--- config.mk ---
export PLATFORM = sky130hd
export DESIGN_NAME = multicycle_control_fsm
export DESIGN_NICKNAME = d
export VERILOG_FILES = /design/src/rtl/multicycle_control_fsm.sv
export SDC_FILE = /design/constraint.sdc
export NUM_CORES = 1
export LEC_CHECK = 0
export CORE_ASPECT_RATIO = 1.1
export CORE_MARGIN = 2
export CORE_UTILIZATION = 40
export DETAILED_ROUTE_END_ITERATION = 7
export PLACE_DENSITY = 0.67
export SYNTH_ARGS = -nofsm -noshare
export SYNTH_HDL_FRONTEND = slang
export SYNTH_SLANG_ARGS = --single-unit
--- constraint.sdc ---
create_clock -name clk -period 3.4 [get_ports clk]
set_input_delay 0.68 -clock clk [delete_from_list [all_inputs] [get_ports clk]]
set_output_delay 0.68 -clock clk [all_outputs]
set_load 0.05 [all_outputs]
--- src/rtl/multicycle_control_fsm.sv ---
// multicycle_control_fsm
//   Main sequencer for the multicycle RV32I core. It steps each instruction
//   through fetch, decode, execute, memory and writeback. It drives the
//   datapath selects and write enables, and the 2-bit alu_op class that goes
//   to the ALU decoder (00 add, 01 sub, 10 funct-decoded). It also counts
//   retired instructions and traps on unsupported encodings.
//
// Optional build macro: RVS_MEM_WAIT_EN
//   Adds a mem_ready input. FETCH, MEMREAD and MEMWRITE then hold until
//   mem_ready=1. Without the macro, each of these states lasts one cycle.
//
// Ports:
//   clk, reset        single clock; synchronous active-high reset
//   opcode, funct3    instruction fields from the instruction register
//   zero              ALU zero flag, used for the beq branch decision
//   mem_ready         memory handshake (RVS_MEM_WAIT_EN builds only)
//   pc_write, adr_src, mem_write, ir_write, result_src,
//   alu_src_a, alu_src_b, reg_write, alu_op
//                     datapath controls
//   illegal           high while in TRAP
//   state             current state code, for debug
//   instret           retired-instruction counter (wraps)
//
// state    | meaning
// ---------+-----------------------------------------------
// FETCH    | read instr at PC, PC <= PC+4
// DECODE   | read regs, compute branch/jump target in ALU
// MEMADR   | compute load/store address
// MEMREAD  | read data memory
// MEMWB    | write load data to register file
// MEMWRITE | write data memory
// EXECR    | R-type ALU op
// ALUWB    | write ALU result to register file
// EXECI    | I-type ALU op
// JAL      | PC <= target, ALU computes link address
// BEQ      | compare; PC <= target when equal
// TRAP     | unsupported instruction, parked until reset
module multicycle_control_fsm #(
    parameter int STATE_W = 4,
    parameter int CNT_W   = 32
) (
    input  logic               clk,
    input  logic               reset,
    input  logic [6:0]         opcode,
    input  logic [2:0]         funct3,
    input  logic               zero,
`ifdef RVS_MEM_WAIT_EN
    input  logic               mem_ready,
`endif
    output logic               pc_write,
    output logic               adr_src,
    output logic               mem_write,
    output logic               ir_write,
    output logic [1:0]         result_src,
    output logic [1:0]         alu_src_a,
    output logic [1:0]         alu_src_b,
    output logic               reg_write,
    output logic [1:0]         alu_op,
    output logic               illegal,
    output logic [STATE_W-1:0] state,
    output logic [CNT_W-1:0]   instret
);

    typedef enum logic [3:0] {
        S_FETCH    = 4'd0,
        S_DECODE   = 4'd1,
        S_MEMADR   = 4'd2,
        S_MEMREAD  = 4'd3,
        S_MEMWB    = 4'd4,
        S_MEMWRITE = 4'd5,
        S_EXECR    = 4'd6,
        S_ALUWB    = 4'd7,
        S_EXECI    = 4'd8,
        S_JAL      = 4'd9,
        S_BEQ      = 4'd10,
        S_TRAP     = 4'd11
    } state_t;

    state_t state_q, state_d;
    logic   mem_ok;
    logic   retire;
    logic   pc_write_c, ir_write_c, mem_write_c, reg_write_c;

`ifdef RVS_MEM_WAIT_EN
    assign mem_ok = mem_ready;
`else
    assign mem_ok = 1'b1;
`endif

    // MEMWRITE only retires on the edge that actually accepts the write.
    assign retire = (state_q == S_MEMWB) || (state_q == S_ALUWB) ||
                    (state_q == S_BEQ)   || ((state_q == S_MEMWRITE) && mem_ok);

    always_ff @(posedge clk) begin
        if (reset) begin
            state_q <= S_FETCH;
            instret <= '0;
        end else begin
            state_q <= state_d;
            if (retire) instret <= instret + CNT_W'(1);
        end
    end

    always_comb begin
        state_d     = S_TRAP;
        pc_write_c  = 1'b0;
        adr_src     = 1'b0;
        mem_write_c = 1'b0;
        ir_write_c  = 1'b0;
        result_src  = 2'b00;
        alu_src_a   = 2'b00;
        alu_src_b   = 2'b00;
        reg_write_c = 1'b0;
        alu_op      = 2'b00;
        illegal     = 1'b0;
        case (state_q)
            S_FETCH: begin
                ir_write_c = mem_ok;
                pc_write_c = mem_ok;
                alu_src_b  = 2'b10;
                result_src = 2'b10;
                state_d    = mem_ok ? S_DECODE : S_FETCH;
            end
            S_DECODE: begin
                alu_src_a = 2'b01;
                alu_src_b = 2'b01;
                case (opcode)
                    7'b0000011: state_d = (funct3 == 3'b010) ? S_MEMADR : S_TRAP;
                    7'b0100011: state_d = (funct3 == 3'b010) ? S_MEMADR : S_TRAP;
                    7'b0110011: state_d = S_EXECR;
                    7'b0010011: state_d = S_EXECI;
                    7'b1101111: state_d = S_JAL;
                    7'b1100011: state_d = (funct3 == 3'b000) ? S_BEQ : S_TRAP;
                    default:    state_d = S_TRAP;
                endcase
            end
            S_MEMADR: begin
                alu_src_a = 2'b10;
                alu_src_b = 2'b01;
                // Only lw and sw reach here, so bit 5 alone separates them.
                state_d   = opcode[5] ? S_MEMWRITE : S_MEMREAD;
            end
            S_MEMREAD: begin
                adr_src = 1'b1;
                state_d = mem_ok ? S_MEMWB : S_MEMREAD;
            end
            S_MEMWB: begin
                result_src  = 2'b01;
                reg_write_c = 1'b1;
                state_d     = S_FETCH;
            end
            S_MEMWRITE: begin
                adr_src     = 1'b1;
                mem_write_c = 1'b1;
                state_d     = mem_ok ? S_FETCH : S_MEMWRITE;
            end
            S_EXECR: begin
                alu_src_a = 2'b10;
                alu_op    = 2'b10;
                state_d   = S_ALUWB;
            end
            S_ALUWB: begin
                reg_write_c = 1'b1;
                state_d     = S_FETCH;
            end
            S_EXECI: begin
                alu_src_a = 2'b10;
                alu_src_b = 2'b01;
                alu_op    = 2'b10;
                state_d   = S_ALUWB;
            end
            S_JAL: begin
                alu_src_a  = 2'b01;
                alu_src_b  = 2'b10;
                pc_write_c = 1'b1;
                state_d    = S_ALUWB;
            end
            S_BEQ: begin
                alu_src_a  = 2'b10;
                alu_op     = 2'b01;
                pc_write_c = zero;
                state_d    = S_FETCH;
            end
            S_TRAP: begin
                illegal = 1'b1;
                state_d = S_TRAP;
            end
            default: state_d = S_TRAP;
        endcase
    end

    // Gate the enables with reset so that nothing is written in the reset cycle.
    assign pc_write  = pc_write_c  & ~reset;
    assign ir_write  = ir_write_c  & ~reset;
    assign mem_write = mem_write_c & ~reset;
    assign reg_write = reg_write_c & ~reset;

    assign state = STATE_W'(state_q);

endmodule

Word level (Yosys, flattened, before mapping)
Index checks and enable logic that the tools add are counted.

word-level totals
  register bits after elaboration = 36
  input bits = 13
  output and inout port bits = 50
  word-level logic and storage cells = 56

cells by class
  $add $sub $neg = 1
  equality and inequality tests = 18
  mux-type cells = 15
  bitwise gates (word level) = 5
  reductions and logical operators = 15

operators with widths
  operator                                                               number
  32-bit by 1-bit adder with 32-bit output, second input constant        1
  4-bit one-hot mux with 6 select lines                                  1
  4-bit one-hot mux with 5 select lines                                  1
  4-bit by 3-bit equality test with 1-bit output, second input constant  4
  4-bit equality test, second input constant                             4
  2-bit one-hot mux with 2 select lines                                  4
  7-bit by 6-bit equality test with 1-bit output, second input constant  2
  7-bit equality test, second input constant                             2
  2-bit OR reduction                                                     6
  4-bit by 2-bit equality test with 1-bit output, second input constant  2
  4-bit OR reduction                                                     2
  7-bit by 2-bit equality test with 1-bit output, second input constant  1
  7-bit by 5-bit equality test with 1-bit output, second input constant  1
  1-bit 2-to-1 mux                                                       6
  3-bit OR reduction                                                     2
  1-bit AND                                                              4
  4-bit by 1-bit equality test with 1-bit output, second input constant  1
  4-bit logical NOT                                                      1
  4-bit 2-to-1 mux                                                       1
  3-bit by 2-bit equality test with 1-bit output, second input constant  1
  3-bit logical NOT                                                      1
  1-bit logical OR                                                       3
  3-bit 2-to-1 mux                                                       1
  1-bit one-hot mux with 2 select lines                                  1
  1-bit NOT                                                              1

Longest topological paths before layout
  depth in word-level cells = 4
  depth in mapped cells = 7
  mapped depth without buffers = 5

Worst setup path before layout
Ideal clock, no wire load.

  path type = register to output
  start point = reg state_q[2], in the netlist state[2]
  end point = out mem_write
  arrival = 2780 ps
  slack = -60 ps
  cell stages (with the launch flop) = 4
  cell sequence = dfxtp_1 buf_1 nand2_1 nor4b_1

between the ends
  longest elaborated chain between the ends = 3

ends and longest elaborated chain
  element                                         line  RTL
  from (decl)                                     79    state_t state_q, state_d;
  from (signal assigned)                          99    state_q <= state_d;
  4-bit by 3-bit equality test with 1-bit output  116   case (state_q)
  1-bit 2-to-1 mux                                116
  1-bit AND                                       195   assign mem_write = mem_write_c & ~reset;
  to (decl)                                       52    output logic mem_write,

Every way passes these cells.

Final worst setup path
  start point = reg state_q[1], in the netlist state[1]
  end point = out alu_src_b[1]

between the ends
  longest elaborated chain between the ends = 3
  elaborated cells on any way between the ends = 8
  those cells by class = 4 x eq/ne; 1 x mux; 3 x reduce/logical

ends and longest elaborated chain
  element                                                                 line  RTL
  4-bit by 1-bit equality test with 1-bit output (tied with other cells)  116
  3-bit OR reduction (no line) or 2-bit OR reduction (tied branches)      n/a
  2-bit one-hot mux with 2 select lines (*)                               116
  to (decl)                                                               56    output logic [1:0] alu_src_b,

Every way passes the cells marked *; elsewhere a longest branch is shown, timed or not.

==> impl_summary.log <==
[metrics] run status: completed
[metrics] Synth-to-Final Area Change: 40.7%
[metrics] Routability Congestion: 0.780
[metrics] buffers added on ports: 62
[metrics] Diodes inserted: 0
[metrics] GRT Residual Overflow: 0
[metrics] element type at the critical path end: output port
[metrics] number of global-route vias before repair: 1,871
[metrics] portion of the post-synthesis area used by sequential elements: 36.3%
[metrics] GR Util All Layers: 18.9%
[metrics] pin count of the biggest net entering global routing: 23
[metrics] cell area after placement: 2670 sq um
[metrics] Hold Path Sink: instret[31]$_SDFFE_PP0P_
[metrics] wire length of the first global-routing pass: 8560 um
[metrics] min-delay worst type: reg -> reg
[metrics] Worst Hold Depth: 2
[metrics] nets in the synthesized netlist: 270
[metrics] maximum clock skew at final layout: 2.10 ps
[metrics] beginning of the critical path: state[1]$_SDFF_PP0_
[metrics] post-cts hold buffer count: 0
[metrics] maximum fanout along the worst path: 17
[metrics] register-to-register setup slack: 680 ps
[metrics] FF-to-FF path depth: 5
[metrics] H-tree depth reported by CTS: 2
[metrics] final count of pins violating max slew: 0
[metrics] clock insertion delay at the later pin of the skew report: 290 ps
[metrics] clock transition at the registers of the reported paths: 70 ps
[metrics] total non-filler cell area in the finished layout: 2800 sq um
[metrics] final setup slack of the worst path: 475 ps
[metrics] Remaining DRCs: 0
[metrics] number of standard-cell rows in the floorplan: 26
[metrics] final setup fails: 0
[metrics] Post-CTS Setup Inserts: 0
[metrics] post-synthesis sequential element count: 36
[metrics] total wire length after detailed routing: 5000 um
[metrics] synthesized area per cell: 7.76 sq um
[metrics] startpoint type of the worst setup path: flop
[metrics] number of fillers in the final layout: 443
[metrics] Wirelength per Cell: 13.6 um
[metrics] pre-CTS setup slack: 684 ps
[metrics] Max-slew headroom: 20.2%
[metrics] total negative slack: 0 ps
[metrics] Setup Crit Path Kind: reg -> out
[metrics] overall die width: 71.2 um
[metrics] post-route total power: 0.00169 W
[metrics] final net count: 326
[metrics] ratio of cells with drive above 1 in the final layout: 8.63%
[metrics] Num Clock Sinks: 36
[metrics] library cell used as clock root buffer: sky130_fd_sc_hd__clkbuf_8
[metrics] number of violations reported at the end of detailed-routing iteration 0: 108
[metrics] unrepaired setup endpoints after global routing: false
[metrics] minimum clock period after layout: 2930 ps
[metrics] total number of yosys warnings: 0
[metrics] vias per inst: 5.43
[metrics] # IOs: 63
[metrics] worst slack on hold paths: 491 ps
[metrics] PwrDens: 603 nW/um^2
[metrics] number of detailed-route iterations in the first pass: 4
[metrics] startpoint of the worst hold path: instret[31]$_SDFFE_PP0P_
[metrics] count of cell types in the netlist: 39
[metrics] startpoint of the most critical register-to-register path: state[0]$_SDFF_PP0_
[metrics] crit path DAT: 2250 ps
[metrics] maximum clock path buffer count: 2
[metrics] worst IR drop on VDD: 542 uV
[metrics] Inserted Clock Buffers: 5
[metrics] Reg-to-Reg End: instret[31]$_SDFFE_PP0P_
[metrics] DR vias: 2,005
[metrics] core outline area: 4720 sq um
[metrics] die extent in y: 77.9 um
[metrics] highest attainable clock frequency: 0.342 GHz
[metrics] DP Wirelength: 3640 um
[metrics] total die area: 5550 sq um
[metrics] post-route clock period utilization: 86.0%
[metrics] data required time at the worst endpoint: 2720 ps
[metrics] post-cts gate resize count: 0
[metrics] count of mapped cells out of synthesis: 256
[metrics] slew at the pin closest to its max-slew limit: 1190 ps
[metrics] initial antenna violation count: 0
[metrics] final hold violation count: 0
[metrics] Post-Syn Area: 1990 sq um
[metrics] initial cell density of the core: 42.1%
[metrics] max-cap viol count: 0
[metrics] Final ANT Viol Nets: 0
[metrics] Leak Pwr: 0.879 nW
[metrics] clock tree from TritonCTS: built
==> critical path, cell delays in order (launching register included) <==
cell	delay [ps]
sky130_fd_sc_hd__dfxtp_1	510
sky130_fd_sc_hd__nor2_1	290
sky130_fd_sc_hd__o21ai_0	130
sky130_fd_sc_hd__a21oi_1	200
sky130_fd_sc_hd__clkdlybuf4s50_1	840
==> sequential cells by signal, summed over array words and instances (netlist names) <==
signal   flops
state        4
instret     32
==> power breakdown <==
part | switching, W | internal (W) | leakage (nW) | total (W)
logic | 0.000483 | 0.000268 | 0.524 | 0.000750
clock network | 0.000151 | 0.000259 | 0.0645 | 0.000410
registers | 0.0000818 | 0.000445 | 0.291 | 0.000527
==> layout make-up <==
type	instances	area (sq um)	share of cell area, %
Multi-Input combinational cell	199	1180	42.2
Sequential cell	36	721	25.8
Timing Repair Buffer	64	676	24.2
Clock buffer	7	96.3	3.45
Tap cell	56	70.1	2.51
Clock inverter	1	30.0	1.07
Inverter	6	22.5	0.806
==> layer usage <==
layer / GRT usage (%) / vias up / part of all wire [%]
met1: 23.8 / 923 / 47
li1: - / 1031 / -
met4: 5.66 / 0 / 1.3
met5: 0 / - / 0
met2: 31.7 / 46 / 47
met3: 4.55 / 5 / 4.8
==> worst max-delay path by stage <==
stage / endpoint / slack [ps] / depth (start not counted)
3_3_place_gp: ir_write / 720 / 3
2_1_floorplan: pc_write / 70 / 5
3_5_place_dp: instret[31]$_SDFFE_PP0P_ / 680 / 5
4_1_cts: alu_src_b[1] / 480 / 3
5_1_grt: alu_src_b[1] / 330 / 4
6_report: alu_src_b[1] / 470 / 4
==> stage by stage <==
| stage | cells | utilization (%) |
|---|---|---|
| 6_report | 369 | 59.3 |
| 4_1_cts | 369 | 59.3 |
| 3_5_place_dp | 361 | 56.6 |
| 2_1_floorplan | 256 | - |
| 5_1_grt | 369 | 59.3 |
| 3_3_place_gp | 361 | 56.6 |
==> cells by family after synthesis <==
family | Yosys count | share of synthesized area [%]
AO/OA/AOI/OAI | 41 | 11.5
XOR/XNOR | 23 | 10.1
adder cells (fa/ha/maj) | 1 | 0.630
buffers and inverters | 21 | 4.66
flip-flops | 36 | 36.3
AND/OR/NAND/NOR | 134 | 36.8
==> Yosys cell counts, drive strengths merged <==
cell type  instances  area (sq um)
dfxtp             36           721
nor2              34           128
a21oi             20           100
nand2             18          67.6
nand3             16          80.1
xnor2             14           123
nand4             13          93.8
nor3              12          60.1
clkbuf            11          51.3
o21ai             11          55.1
or3                9          56.3
or4                9          77.6
xor2               9          78.8
nor4               7          43.8
inv                6          22.5
buf                4          18.8
o31ai              4          30.0
a31oi              3          18.8
and2               2          12.5
and4               2          18.8
nor3b              2          15.0
nor4b              2          17.5
or2                2          12.5
a2111oi            1          8.76
a31o               1          8.76
and3               1          6.26
and4bb             1          12.5
ha                 1          12.5
nand2b             1          6.26
nand3b             1          7.51
nor2b              1          6.26
o21a               1          7.51
or2b               1          8.76
==> cell usage in the layout, fill, tap and decap left out, types with 3 or more instances in the layout <==
cell	count
sky130_fd_sc_hd__a21oi_1	20
sky130_fd_sc_hd__a31oi_1	3
sky130_fd_sc_hd__buf_12	4
sky130_fd_sc_hd__clkbuf_8	7
sky130_fd_sc_hd__clkdlybuf4s50_1	58
sky130_fd_sc_hd__dfxtp_1	36
sky130_fd_sc_hd__inv_1	6
sky130_fd_sc_hd__nand2_1	18
sky130_fd_sc_hd__nand3_1	16
sky130_fd_sc_hd__nand4_1	11
sky130_fd_sc_hd__nor2_1	34
sky130_fd_sc_hd__nor3_1	12
sky130_fd_sc_hd__nor4_1	7
sky130_fd_sc_hd__o21ai_0	11
sky130_fd_sc_hd__o31ai_1	4
sky130_fd_sc_hd__or3_1	9
sky130_fd_sc_hd__or4_1	5
sky130_fd_sc_hd__xnor2_1	14
sky130_fd_sc_hd__xor2_1	9
(Power assumes the default switching activity.)
